--- src/rtl/mem_port_arbiter_pkg.sv ---
// Shared CPU definitions: requester ownership, arbiter states and default memory latency.
package mem_port_arbiter_pkg;

  typedef enum logic {
    OWN_FETCH = 1'b0,
    OWN_DATA  = 1'b1
  } owner_t;

  typedef enum logic [1:0] {
    IDLE  = 2'd0,
    READ  = 2'd1,
    WRITE = 2'd2
  } arb_state_t;

  // Default main-memory read latency; the control unit sizes its fetch waits from this too.
  localparam int MEM_LAT_DEF = 3;

  function automatic int cnt_width(input int lat);
    return $clog2(lat + 1);
  endfunction

endpackage

--- src/rtl/mem_port_arbiter_arb_pick.sv ---
// Two-way combinational requester picker: fixed data-over-fetch priority,
// or alternation on conflicts when ARB_RR_EN is defined.
module arb_pick
  import mem_port_arbiter_pkg::*;
(
  input  logic   if_req,
  input  logic   d_req,
  input  owner_t last_owner,
  output logic   grant_valid,
  output owner_t grant_owner
);

  always_comb begin
    grant_valid = if_req | d_req;
    grant_owner = OWN_FETCH;
`ifdef ARB_RR_EN
    if (if_req && d_req) begin
      grant_owner = (last_owner == OWN_DATA) ? OWN_FETCH : OWN_DATA;
    end else if (d_req) begin
      grant_owner = OWN_DATA;
    end
`else
    if (d_req) begin
      grant_owner = OWN_DATA;
    end
`endif
  end

`ifndef ARB_RR_EN
  // Fixed priority has no history; the input is kept only for a uniform port list.
  owner_t w_unused_last_owner;
  assign w_unused_last_owner = last_owner;
`endif

endmodule

--- src/rtl/mem_port_arbiter.sv ---
// Shares single-port main memory between fetch and load/store requesters.
// Fixed-latency reads, single-cycle writes; ARB_RR_EN selects round-robin over data priority.
module mem_port_arbiter
  import mem_port_arbiter_pkg::*;
#(
  parameter int ADDR_W  = 32,
  parameter int DATA_W  = 32,
  parameter int MEM_LAT = MEM_LAT_DEF
) (
  input  logic              clk,
  input  logic              reset,
  input  logic              if_req,
  input  logic [ADDR_W-1:0] if_addr,
  output logic              if_gnt,
  output logic              if_done,
  output logic [DATA_W-1:0] if_rdata,
  input  logic              d_req,
  input  logic              d_we,
  input  logic [ADDR_W-1:0] d_addr,
  input  logic [DATA_W-1:0] d_wdata,
  output logic              d_gnt,
  output logic              d_done,
  output logic [DATA_W-1:0] d_rdata,
  output logic [ADDR_W-1:0] mem_addr,
  output logic              mem_wr,
  output logic [DATA_W-1:0] mem_wdata,
  input  logic [DATA_W-1:0] mem_rdata,
  output logic              busy
);

  localparam int             CNT_W    = cnt_width(MEM_LAT);
  localparam logic [CNT_W-1:0] CNT_LAST = CNT_W'(MEM_LAT - 1);

  arb_state_t        r_state;
  arb_state_t        w_state_nxt;
  logic [CNT_W-1:0]  r_cnt;
  owner_t            r_owner;
  logic [ADDR_W-1:0] r_mem_addr;
  logic [DATA_W-1:0] r_mem_wdata;
  logic [DATA_W-1:0] r_if_rdata;
  logic [DATA_W-1:0] r_d_rdata;
  logic              r_if_done;
  logic              r_d_done;
  owner_t            w_last_owner;
  logic              w_grant_valid;
  owner_t            w_grant_owner;
  logic              w_accept;
  logic              w_read_last;
  logic              w_leave;
  logic              w_first;

`ifdef ARB_RR_EN
  owner_t r_last_owner;

  always_ff @(posedge clk) begin
    if (reset) begin
      r_last_owner <= OWN_FETCH;
    end else if (w_accept) begin
      r_last_owner <= w_grant_owner;
    end
  end

  assign w_last_owner = r_last_owner;
`else
  assign w_last_owner = OWN_FETCH;
`endif

  arb_pick u_arb_pick (
    .if_req      (if_req),
    .d_req       (d_req),
    .last_owner  (w_last_owner),
    .grant_valid (w_grant_valid),
    .grant_owner (w_grant_owner)
  );

  always_ff @(posedge clk) begin
    if (reset) begin
      r_state <= IDLE;
    end else begin
      r_state <= w_state_nxt;
    end
  end

  always_comb begin
    w_state_nxt = r_state;
    w_accept    = 1'b0;
    w_read_last = 1'b0;
    w_leave     = 1'b0;
    w_first     = 1'b0;
    case (r_state)
      IDLE: begin
        if (w_grant_valid) begin
          w_accept    = 1'b1;
          w_state_nxt = (w_grant_owner == OWN_DATA && d_we) ? WRITE : READ;
        end
      end
      READ: begin
        w_first = (r_cnt == '0);
        if (r_cnt == CNT_LAST) begin
          w_read_last = 1'b1;
          w_leave     = 1'b1;
          w_state_nxt = IDLE;
        end
      end
      WRITE: begin
        w_first     = 1'b1;
        w_leave     = 1'b1;
        w_state_nxt = IDLE;
      end
      default: w_state_nxt = IDLE;
    endcase
  end

  always_ff @(posedge clk) begin
    if (reset) begin
      r_cnt       <= '0;
      r_owner     <= OWN_FETCH;
      r_mem_addr  <= '0;
      r_mem_wdata <= '0;
      r_if_rdata  <= '0;
      r_d_rdata   <= '0;
      r_if_done   <= 1'b0;
      r_d_done    <= 1'b0;
    end else begin
      r_if_done <= w_leave && (r_owner == OWN_FETCH);
      r_d_done  <= w_leave && (r_owner == OWN_DATA);
      if (w_accept) begin
        r_owner <= w_grant_owner;
        r_cnt   <= '0;
        if (w_grant_owner == OWN_DATA) begin
          r_mem_addr  <= d_addr;
          r_mem_wdata <= d_wdata;
        end else begin
          r_mem_addr <= if_addr;
        end
      end else if (r_state == READ && !w_read_last) begin
        r_cnt <= r_cnt + CNT_W'(1);
      end
      if (w_read_last) begin
        if (r_owner == OWN_DATA) begin
          r_d_rdata <= mem_rdata;
        end else begin
          r_if_rdata <= mem_rdata;
        end
      end
    end
  end

  assign if_gnt    = w_first && (r_owner == OWN_FETCH);
  assign d_gnt     = w_first && (r_owner == OWN_DATA);
  assign if_done   = r_if_done;
  assign d_done    = r_d_done;
  assign if_rdata  = r_if_rdata;
  assign d_rdata   = r_d_rdata;
  assign mem_addr  = r_mem_addr;
  assign mem_wdata = r_mem_wdata;
  assign mem_wr    = (r_state == WRITE);
  assign busy      = (r_state != IDLE);

endmodule

--- config.mk ---
export PLATFORM = sky130hd
export DESIGN_NAME = mem_port_arbiter
export DESIGN_NICKNAME = d
export VERILOG_FILES = /design/src/rtl/mem_port_arbiter_pkg.sv /design/src/rtl/mem_port_arbiter_arb_pick.sv /design/src/rtl/mem_port_arbiter.sv
export SDC_FILE = /design/constraint.sdc
export NUM_CORES = 1
export LEC_CHECK = 0
export ABC_CLOCK_PERIOD_IN_PS = 1940
export CORE_ASPECT_RATIO = 1.5
export CORE_MARGIN = 2
export CORE_UTILIZATION = 35
export CTS_CLUSTER_SIZE = 16
export DETAILED_ROUTE_END_ITERATION = 12
export GPL_TIMING_DRIVEN = 0
export PLACE_DENSITY = 0.77
export SETUP_SLACK_MARGIN = 0.15
export SYNTH_ARGS = -nofsm -noshare
export SYNTH_HDL_FRONTEND = slang
export SYNTH_SLANG_ARGS = --single-unit
--- constraint.sdc ---
create_clock -name clk -period 1.94 [get_ports clk]
set_input_delay 0.388 -clock clk [delete_from_list [all_inputs] [get_ports clk]]
set_output_delay 0.388 -clock clk [all_outputs]
set_load 0.02 [all_outputs]
==> out/results.ini, run 1 <==
[floorplanning]
row_count = 54
ioPinCount = 267
die_w_um = 102.6
dieArea_um2 = 15590
start_util_pct = 35.48
die_h_um = 151.9
core_area_um2 = 14390

[grt]
grt_usage_pct = 20.35
grt_max_degree = 17
grt_pass1_vias = 5104
antenna_found_initial = 0
grt_overflow = 0
grt_pass1_wl_um = 25030

[logic_synthesis]
syn_nets = 745
synthCells = 607
yosys_warnings = 0
avgSynthCellArea_um2 = 8.412
synth_seq_area_share_pct = 52.93
ys_types = 28
syn-cell-area_um2 = 5106
ys_ff_latch = 135

[setup_path]
crit_required_ns = 1.55
crit_start = r_state[1]
worstPathCellList = inv_2 > ha_4 > nand2b_4 > nor2_4 > buf_6
arrival_ns = 1.43
critPathKind = register to output pin
cp_max_fo = 3
endpoint_kind = output pin
startpoint_type = register
crit_family = flip-flops
r2r-start = r_cnt[0]
critPathBufInv = 2
cpPeakStageDelay_ns = 0.37
cp_slowest_cell = dfxtp_4

[sta]
clock_skew_ns = 0.007176
period_minus_slack_ns = 1.816
tns_ns = 0
setup_slack_ns = 0.1244
rsz0062_at_grt = true
hold_viol_final = 0
final-setup-viol-count = 0
worst-slew-pin-transition_ns = 0.5400
timing.fmax_mhz = 550.8
fin_crit_sh_pct = 93.59
slew_viol_final = 0
relSlewSlack_pct = 64.00

[power]
powerDensity_nw_per_um2 = 885.9
peakVddDrop_mv = 0.5207
p_leak_nw = 3.672

[cts]
clock_latency_ns = 0.40
cts-htree-levels = 4
root_buffer = clkbuf_16
hold_buffers = 0
cts_buffer_depth = 2
cts.sinks = 135
clk_pin_slew_worst_paths_ns = 0.06
numCtsBuffers = 17
tritoncts = done

[route]
wl_per_cell_um = 14.25
viasPerCell = 4.628
wirelength_um = 15700
drt_first_pass_iters = 4
drtAntennaViolNets = 0
num_vias = 5100
drc_errors = 0
drtIter0Drc = 146

[final_layout]
drive_gt1_share_pct = 9.272
antenna_cells = 0
final_cell_mix = 233 x clkdlybuf4s50_1, 193 x nand2_1, 131 x dfxtp_1
n_fill_cell = 1266
syn_to_final_growth_pct = 72.36
final_common_cell = clkdlybuf4s50_1
finalNetCount = 1031

[placed_design]
dp.final_hpwl_um = 12040
pre_cts_slack_ns = 0.005419
port_buffers = 265
gp_congestion = 0.8461

[min_path]
hold_start = d_rdata[31]
hp-class = register to register

[run_status]
status = complete, no violations

[job]
maxCapViolCount = 0

[report_power, final]
part           total (W)  leakage, nW  switching (W)  internal, W
registers        0.00301         1.10      0.0000823      0.00293
logic            0.00137         2.27       0.000677     0.000697
clock network    0.00341        0.302        0.00124      0.00217
total            0.00780         3.67        0.00200      0.00579
[final timing paths]
kind                                     to  slack, ns  depth (start not counted)
worst min register to register  d_rdata[31]       0.45                          2
worst min-delay path            d_rdata[31]       0.45                          2
worst max register to register  d_rdata[23]       0.35                          6
worst max-delay path                 if_gnt       0.12                          5
[layer usage]
metal	up-vias	track usage, %	wire length, um
li1	2591	-	-
met1	2297	20.89	5655
met4	0	8.317	429
met5	-	0	0
met3	26	6.164	1135
met2	186	37.16	8483
[tightest hold or removal path: stages, from the launching register on]
cell and delay [ns]:
dfxtp_1 0.30, nand2_1 0.05, a21oi_1 0.05
[cells in the mapped netlist]
library cell / instances / area share, %
and3_1: 1 / 0.12
buf_2: 22 / 2.2
and3b_1: 1 / 0.17
nand4b_1: 1 / 0.17
nor2b_1: 1 / 0.12
xnor2_1: 1 / 0.17
nor3b_1: 1 / 0.15
o21a_1: 1 / 0.15
a211oi_1: 32 / 4.7
mux2i_1: 33 / 6.5
nor3_1: 4 / 0.39
nor2_1: 35 / 2.6
buf_1: 2 / 0.15
inv_1: 5 / 0.37
nand2_1: 194 / 14
a2111o_1: 1 / 0.22
a21oi_1: 101 / 9.9
nand3_1: 1 / 0.098
and2_1: 1 / 0.12
nand3b_1: 1 / 0.15
clkbuf_2: 1 / 0.098
ha_1: 5 / 1.2
buf_6: 5 / 1.1
dfxtp_1: 135 / 53
o21ai_0: 3 / 0.29
nand2b_1: 1 / 0.12
clkbuf_1: 14 / 1.0
buf_4: 4 / 0.59
[state kept, by name (all words and copies together) (netlist names)]
register	flops
mem_addr	32
d_rdata	32
if_done	1
if_rdata	32
d_done	1
r_cnt	2
r_owner	1
mem_wdata	32
r_state	2
[what timing repair did]
item                       in CTS  in global routing
pin swaps                       3                  4
resized for setup              34                 38
gates cloned                    0                  0
buffers inserted                1                  1
setup endpoints to repair       6                 28
hold endpoints to repair        0                  0
[final cells by class]
cell class                 instances  area [um2]  share of cell area, %
timing repair buffer             267        2729                  31.01
sequential                       135        2713                  30.82
multi-input combinational        419        2205                  25.05
clock buffer                      18       429.2                  4.876
buffer                            48       261.5                  2.971
tap                              196       245.2                  2.786
clock inverter                    14       197.7                  2.246
inverter                           5       21.27                 0.2417
[cell families (layout without fill, tap and decap cells)]
family | count (synthesis) | count (layout) | synth area share (%)
xor gates and xnor gates | 1 | 1 | 0.1716
DFF | 135 | 135 | 52.93
muxes | 33 | 33 | 6.469
buffers and inverters | 53 | 352 | 5.489
AOI/OAI and AO/OA | 138 | 138 | 15.27
and+or+nand+nor | 242 | 242 | 18.45
adders and majority gates | 5 | 5 | 1.225
[metrics by stage]
stage / power, W / util, % / hold slack [ns] / instance area [um2] / std cells
floorplan: 0.003689 / - / 0.4662 / 5106 / 607
global placement: 0.004404 / 55.62 / 0.4399 / 8004 / 1068
detailed placement: 0.004416 / 55.62 / 0.4453 / 8004 / 1068
CTS: 0.007869 / 60.28 / 0.4535 / 8675 / 1101
global route: 0.008125 / 61.15 / 0.4702 / 8801 / 1102
finish: 0.007797 / 61.15 / 0.4506 / 8801 / 1102
Power figures use the tool's default switching activity.
==> inputs of run 2 (changes only) <==
- TNS_END_PERCENT: not set -> 100
==> results of run 2 <==
The final DEF is identical to that of run 1; final timing and power are the same.
